--- src/rtl/pipe_stage_skid_pkg.sv ---
// Shared definitions for valid/ready pipeline stages.
//   stage_state_e  : stage-state encoding, also the value reported on occupancy
//   *_PAYLOAD_W    : packed payload widths so stage wrappers pack/unpack alike
//   occupancy_of() : live-entry count for a given stage state
package pipe_stage_skid_pkg;

    // The encoding equals the number of live entries. occupancy therefore
    // mirrors the FSM state directly and serves as the state debug view.
    typedef enum logic [1:0] {
        ST_EMPTY = 2'd0,
        ST_FULL  = 2'd1,
        ST_SKID  = 2'd2
    } stage_state_e;

    // ID/EX packed fields: pc, rs1 value, rs2 value, immediate, rd index, control.
    localparam int unsigned IDEX_PC_W      = 32;
    localparam int unsigned IDEX_RS1_W     = 32;
    localparam int unsigned IDEX_RS2_W     = 32;
    localparam int unsigned IDEX_IMM_W     = 32;
    localparam int unsigned IDEX_RD_W      = 5;
    localparam int unsigned IDEX_CTRL_W    = 12;
    localparam int unsigned IDEX_PAYLOAD_W = IDEX_PC_W + IDEX_RS1_W + IDEX_RS2_W
                                           + IDEX_IMM_W + IDEX_RD_W + IDEX_CTRL_W;

    // EX/MEM packed fields: alu result, store data, rd index, control.
    localparam int unsigned EXMEM_ALU_W     = 32;
    localparam int unsigned EXMEM_STORE_W   = 32;
    localparam int unsigned EXMEM_RD_W      = 5;
    localparam int unsigned EXMEM_CTRL_W    = 6;
    localparam int unsigned EXMEM_PAYLOAD_W = EXMEM_ALU_W + EXMEM_STORE_W
                                            + EXMEM_RD_W + EXMEM_CTRL_W;

    function automatic logic [1:0] occupancy_of(input stage_state_e st);
        logic [1:0] occ;
        case (st)
            ST_FULL: occ = 2'd1;
            ST_SKID: occ = 2'd2;
            default: occ = 2'd0;
        endcase
        return occ;
    endfunction

endpackage

--- src/rtl/pipe_stage_skid_reg.sv ---
// Enable/clear payload register with an asynchronous reset to a bubble value.
//   clk, rst : rising-edge clock, asynchronous active-high reset
//   en       : load d
//   clr      : load RESET_VALUE (wins over en)
//   d, q     : payload in / registered payload out
module pipe_stage_reg #(
    parameter int unsigned           WIDTH       = 32,
    parameter logic [WIDTH-1:0]      RESET_VALUE = '0
) (
    input  logic             clk,
    input  logic             rst,
    input  logic             en,
    input  logic             clr,
    input  logic [WIDTH-1:0] d,
    output logic [WIDTH-1:0] q
);

    always_ff @(posedge clk or posedge rst) begin
        if (rst) begin
            q <= RESET_VALUE;
        end else if (clr) begin
            q <= RESET_VALUE;
        end else if (en) begin
            q <= d;
        end
    end

endmodule

--- src/rtl/pipe_stage_skid.sv ---
// Generic valid/ready pipeline stage with optional two-entry skid buffer.
//   clk, rst             : rising-edge clock, asynchronous active-high reset
//   flush                : synchronous squash of all held entries
//   in_valid/in_ready    : upstream handshake, in_data is the offered payload
//   out_valid/out_ready  : downstream handshake, out_data is the held payload
//   occupancy            : live entries (0..2); equals the FSM state encoding
//
// Handshake: a beat transfers on a rising edge where valid & ready are both 1.
// out_valid/out_data come straight from the main register, so there is no
// combinational path from in_* to out_*. With SKID_EN=1 in_ready is a function
// of registered state only; with SKID_EN=0 it depends on out_ready.
module pipe_stage_skid
    import pipe_stage_skid_pkg::*;
#(
    parameter int unsigned           DATA_WIDTH   = 32,
    parameter bit                    SKID_EN      = 1'b1,
    parameter logic [DATA_WIDTH-1:0] BUBBLE_VALUE = '0
) (
    input  logic                  clk,
    input  logic                  rst,
    input  logic                  flush,
    input  logic                  in_valid,
    output logic                  in_ready,
    input  logic [DATA_WIDTH-1:0] in_data,
    output logic                  out_valid,
    input  logic                  out_ready,
    output logic [DATA_WIDTH-1:0] out_data,
    output logic [1:0]            occupancy
);

    stage_state_e          state_q;
    stage_state_e          state_d;
    logic                  in_fire;
    logic                  out_fire;
    logic                  main_en;
    logic                  main_clr;
    logic [DATA_WIDTH-1:0] main_d;
    logic [DATA_WIDTH-1:0] main_q;
    logic                  skid_en;
    logic                  skid_clr;
    logic [DATA_WIDTH-1:0] skid_q;

    assign in_fire  = in_valid & in_ready;
    assign out_fire = out_valid & out_ready;

    // State register.
    always_ff @(posedge clk or posedge rst) begin
        if (rst) begin
            state_q <= ST_EMPTY;
        end else begin
            state_q <= state_d;
        end
    end

    // Next state plus the load/clear strobes for the payload registers.
    // Any transition that leaves an entry unoccupied clears it, which keeps
    // a bubble from ever showing stale data.
    always_comb begin
        state_d  = state_q;
        main_en  = 1'b0;
        main_clr = 1'b0;
        main_d   = in_data;
        skid_en  = 1'b0;
        skid_clr = 1'b0;
        if (flush) begin
            // A beat accepted this cycle is dropped; an out_fire this cycle
            // has already been sampled downstream and needs no action here.
            state_d  = ST_EMPTY;
            main_clr = 1'b1;
            skid_clr = 1'b1;
        end else begin
            case (state_q)
                ST_EMPTY: begin
                    if (in_fire) begin
                        state_d = ST_FULL;
                        main_en = 1'b1;
                    end
                end
                ST_FULL: begin
                    if (in_fire && out_fire) begin
                        main_en = 1'b1;
                    end else if (in_fire) begin
                        // Unreachable without a skid entry: in_ready is then
                        // low whenever the main entry is held.
                        if (SKID_EN) begin
                            state_d = ST_SKID;
                            skid_en = 1'b1;
                        end
                    end else if (out_fire) begin
                        state_d  = ST_EMPTY;
                        main_clr = 1'b1;
                    end
                end
                ST_SKID: begin
                    if (out_fire) begin
                        state_d  = ST_FULL;
                        main_en  = 1'b1;
                        main_d   = skid_q;
                        skid_clr = 1'b1;
                    end
                end
                default: begin
                    state_d  = ST_EMPTY;
                    main_clr = 1'b1;
                    skid_clr = 1'b1;
                end
            endcase
        end
    end

    // Outputs decoded from state.
    always_comb begin
        out_valid = (state_q != ST_EMPTY);
        occupancy = occupancy_of(state_q);
        if (SKID_EN) begin
            in_ready = (state_q != ST_SKID);
        end else begin
            in_ready = out_ready | (state_q == ST_EMPTY);
        end
    end

    pipe_stage_reg #(
        .WIDTH       (DATA_WIDTH),
        .RESET_VALUE (BUBBLE_VALUE)
    ) u_main (
        .clk (clk),
        .rst (rst),
        .en  (main_en),
        .clr (main_clr),
        .d   (main_d),
        .q   (main_q)
    );

    assign out_data = main_q;

    if (SKID_EN) begin : g_skid
        pipe_stage_reg #(
            .WIDTH       (DATA_WIDTH),
            .RESET_VALUE (BUBBLE_VALUE)
        ) u_skid (
            .clk (clk),
            .rst (rst),
            .en  (skid_en),
            .clr (skid_clr),
            .d   (in_data),
            .q   (skid_q)
        );
    end else begin : g_no_skid
        assign skid_q = BUBBLE_VALUE;
    end

    // A stalled output must not change under the consumer, unless squashed.
    a_out_stable: assert property (
        @(posedge clk) disable iff (rst)
        (out_valid && !out_ready && !flush) |=> $stable(out_data)
    );

    a_bubble_clean: assert property (
        @(posedge clk) disable iff (rst)
        !out_valid |-> (out_data == BUBBLE_VALUE)
    );

    a_occ_limit: assert property (
        @(posedge clk) disable iff (rst)
        SKID_EN || (occupancy <= 2'd1)
    );

endmodule

--- config.mk ---
export PLATFORM = sky130hd
export DESIGN_NAME = pipe_stage_skid
export DESIGN_NICKNAME = d
export VERILOG_FILES = /design/src/rtl/pipe_stage_skid_pkg.sv /design/src/rtl/pipe_stage_skid_reg.sv /design/src/rtl/pipe_stage_skid.sv
export SDC_FILE = /design/constraint.sdc
export NUM_CORES = 1
export LEC_CHECK = 0
export CAP_MARGIN = 20
export CORE_MARGIN = 8
export CORE_UTILIZATION = 45
export CTS_CLUSTER_SIZE = 12
export DETAILED_ROUTE_END_ITERATION = 16
export GPL_TIMING_DRIVEN = 1
export PLACE_DENSITY = 0.79
export REMOVE_ABC_BUFFERS = 1
export SYNTH_ARGS = -nofsm -noshare
export SYNTH_HDL_FRONTEND = slang
export SYNTH_SLANG_ARGS = --single-unit
--- constraint.sdc ---
create_clock -name clk -period 2.6 [get_ports clk]
set_clock_uncertainty 0.15 [all_clocks]
set_input_delay 0.39 -clock clk [delete_from_list [all_inputs] [get_ports clk]]
set_output_delay 0.39 -clock clk [all_outputs]
set_load 0.01 [all_outputs]
==> key figures <==
Run status
  – Status: complete, no violations

Synthesis
  – Share of the synthesized area in the top cell type: 0.5282
  – Number of distinct standard cells referenced by the synthesized netlist: 30
  – Synth warn: 0
  – Gate Count Post-Synth: 274
  – Mux contribution to synthesized area: 0.1072
  – Number of synthesized flops with an enable pin: 0
  – Xor/xnor cell area share of the yosys netlist: 0
  – Mean post-synth cell area: 11.41 um2
  – Synth Area in Compound Gates: 0.1877
  – Post-Synth Adder-Cell Area: 0
  – Cell types with the highest counts after synthesis: dfrtp_1 (66), inv_1 (34), mux2i_1 (32), nand3_1 (32), o31ai_1 (32)
  – Most used standard cell by instance count after synthesis: dfrtp_1
  – Cell type contributing the most total cell area after synthesis: dfrtp_1
  – Post-synthesis sequential element count: 66
  – Main combinational cell family by area after synthesis: compound AO/OA/AOI/OAI gates
  – Share of synthesized cell area in and, or, nand and nor gates: 0.08363
  – Share of synthesized area occupied by flip-flops and latches: 0.5282
  – Main synth FF type: dfrtp_1
  – Cell Area, Synth: 3127 um2
  – Async set-or-reset flop fraction in the synthesized netlist: 1.000
  – Area contributors post-synth: dfrtp_1 (53%), mux2i_1 (10%), o2bb2ai_1 (8.7%)

Setup path
  – Highest fanout seen on the critical path: 10
  – Family of cells with the greatest summed delay on the critical path: buffers and inverters
  – Classification of the worst setup path: reg2out
  – Delay of the slowest cell on the worst path: 0.58 ns
  – Critical-path cell with the highest stage delay: clkdlybuf4s50_1
  – Sequence of cells on the critical path: nor2b_1, clkdlybuf4s50_1
  – Arrival time reported for the critical path endpoint: 1.70 ns
  – Worst path required time: 2.06 ns
  – Count of buffering cells on the critical path with inverters included: 1
  – Startpoint kind of the worst setup timing path: register
  – Critical path capture point type: output port

Floorplan
  – Die Span X: 99.36 um
  – Starting utilization of the core area: 0.4628
  – Full die area: 9871 um2
  – Core Rows: 30
  – Vertical extent of the die: 99.36 um
  – I/O pin count: 73
  – Total core area: 6756 um2

Timing
  – Share of the clock period used by the worst path: 0.8612
  – Slew HR: 0.3652
  – Final setup fails: 0
  – Final total negative setup slack: 0 ns
  – Shortest period the worst path allows: 2.239 ns
  – Setup repair after global routing missed its margin: no
  – Fin. max-slew vios: 0
  – Endpoints failing hold: 0
  – Transition time at the pin with the least slew margin: 0.9523 ns
  – Maximum frequency from static timing analysis: 0.4466 GHz

Power
  – Clock share of power: 0.371
  – Total power: 2.397 mW
  – Logic pwr share: 0.161
  – VDD IR max: 0.3818 mV
  – Static Leak: 1.632 nW
  – Sequential cell fraction of total power: 0.468
  – Internal power: 1.798 mW
  – Net switching power of the design: 0.5990 mW
  – Power per cell area: 581.4 nW/um2
  – Switching power share of the total: 0.2499

GRT
  – Number of antenna violations at the first check in global routing: 0
  – Wire length of the first global-routing pass: 12800 um
  – Number of global-route vias before repair: 2510
  – All-layer global routing usage: 0.1610
  – Largest net degree at the start of global routing: 34
  – Total congestion overflow: 0

Finish
  – Filler cell count in the final layout: 536
  – Ratio of cells with drive above 1 in the final layout: 0.1175
  – Number of cells in the finished layout apart from fillers: 429
  – Growth of design area from synthesis to finish: 31.85%
  – Antenna diodes: 0
  – Nets: 382

Clocking
  – Deepest level of the CTS H-tree: 3
  – Sink Count: 66
  – Maximum number of buffers from clock root to sink: 2
  – Post-CTS sizing: 0
  – CTS tree: done
  – CTS clk-pin slew, worst paths: 0.07 ns
  – Clock buffer count from CTS: 9
  – Cell at the root of the clock tree: clkbuf_8
  – Hold Buf Count CTS: 0
  – Post-CTS repair timing setup buffer count: 0
  – Clock network latency to the later pin of the worst-skew pair: 0.33 ns

Routing
  – Final WL: 7652 um
  – Remaining antenna violation count after routing: 0
  – Pre-antenna DRT Iters: 4
  – Routed wire per std cell: 17.84 um
  – Detailed Route Iter0 Violations: 109
  – Post-route DRC violation count: 0
  – Via/cell ratio: 5.529
  – Via count: 2372

Run
  – Max-Cap Viols: 0

Place
  – Total placed cells including tap cells: 414
  – Final GP Congestion: 0.7738
  – Placed wire-length estimate after detailed placement: 5149 um
  – Buffers on Ports: 72

Min path
  – Worst hold path class: in2async
kinds of logic after synthesis:
kind of cell / after synthesis
simple gates: 45
flops: 66
buf+inv: 60
mux: 33
compound gates: 70
final timing paths:
path | end | slack (ns) | cells past startpoint | from
worst max-delay path | occupancy[1] | 0.36 | 2 | state_q[1]$_DFFE_PP0P_
min in group clk | u_main.q[24]$_DFFE_PP0P_ | 0.34 | 1 | u_main.q[24]$_DFFE_PP0P_
worst min-delay path | g_skid.u_skid.q[30]$_DFFE_PP0P_ | 0.28 | 2 | rst
worst max register to register | u_main.q[26]$_DFFE_PP0P_ | 0.39 | 4 | state_q[1]$_DFFE_PP0P_
worst min register to register | u_main.q[24]$_DFFE_PP0P_ | 0.34 | 1 | u_main.q[24]$_DFFE_PP0P_
max in group asynchronous | u_main.q[13]$_DFFE_PP0P_ | 1.36 | 3 | rst
flip-flops by register name (all words and copies together), names as in the netlist:
register         flops
u_main.q            32
state_q              2
g_skid.u_skid.q     32
layout by cell type (no fill, tap or decap), drive strengths merged, types with 2 or more instances in the layout:
cell,n
clkdlybuf4s50,71
dfrtp,66
inv,34
o31ai,33
mux2i,32
nand3,32
o2bb2ai,32
buf,15
clkbuf,13
and4bb,2
nor2b,2
nor2,2
a21oi,2
per-stage QoR:
step | instance area (um2) | setup slack (ns) | util | hold slack [ns]
final | 4123 | 0.3608 | 0.6102 | 0.2758
after global routing | 4123 | 0.2638 | 0.6102 | 0.3222
after CTS | 4123 | 0.3493 | 0.6102 | 0.2806
after detailed placement | 3919 | 0.1106 | 0.5800 | 0.3224
after global placement | 3919 | 0.1775 | 0.5800 | 0.3197
after floorplan | 2963 | 0.4052 | - | 0.3031
metal layers:
metal / vias to the layer above / global-route usage / part of all wire
li1: 1133 / - / -
met1: 1159 / 0.2079 / 0.46
met2: 70 / 0.2515 / 0.46
met3: 10 / 0.03841 / 0.062
met4: 0 / 0.06868 / 0.016
met5: - / 0 / 0
cell type report:
cell class              count  area (um2)  share of cell area
clock inverters             2       35.03            0.008498
inverters                  34       127.6             0.03096
clock buffers              13       168.9             0.04097
well taps                  80       100.1             0.02428
multi-input cells         148        1194              0.2895
repair buffers             86       845.8              0.2052
flip-flops and latches     66        1652              0.4006
worst reg2reg max path: stages (launching register included):
cell and delay [ns]:
dfrtp_1 0.51, mux2_4 0.35, o31ai_4 0.76, buf_12 0.24, o2bb2ai_1 0.12
power by group through the flow:
stage / Combinational (mW) / Sequential, mW / Clock, mW
floorplan: 0.130 / 1.15 / 0
global placement: 0.384 / 1.14 / 0
detailed placement: 0.392 / 1.14 / 0
CTS: 0.393 / 1.12 / 0.905
global route: 0.417 / 1.13 / 0.943
finish: 0.387 / 1.12 / 0.888
(Power assumes the default switching activity.)
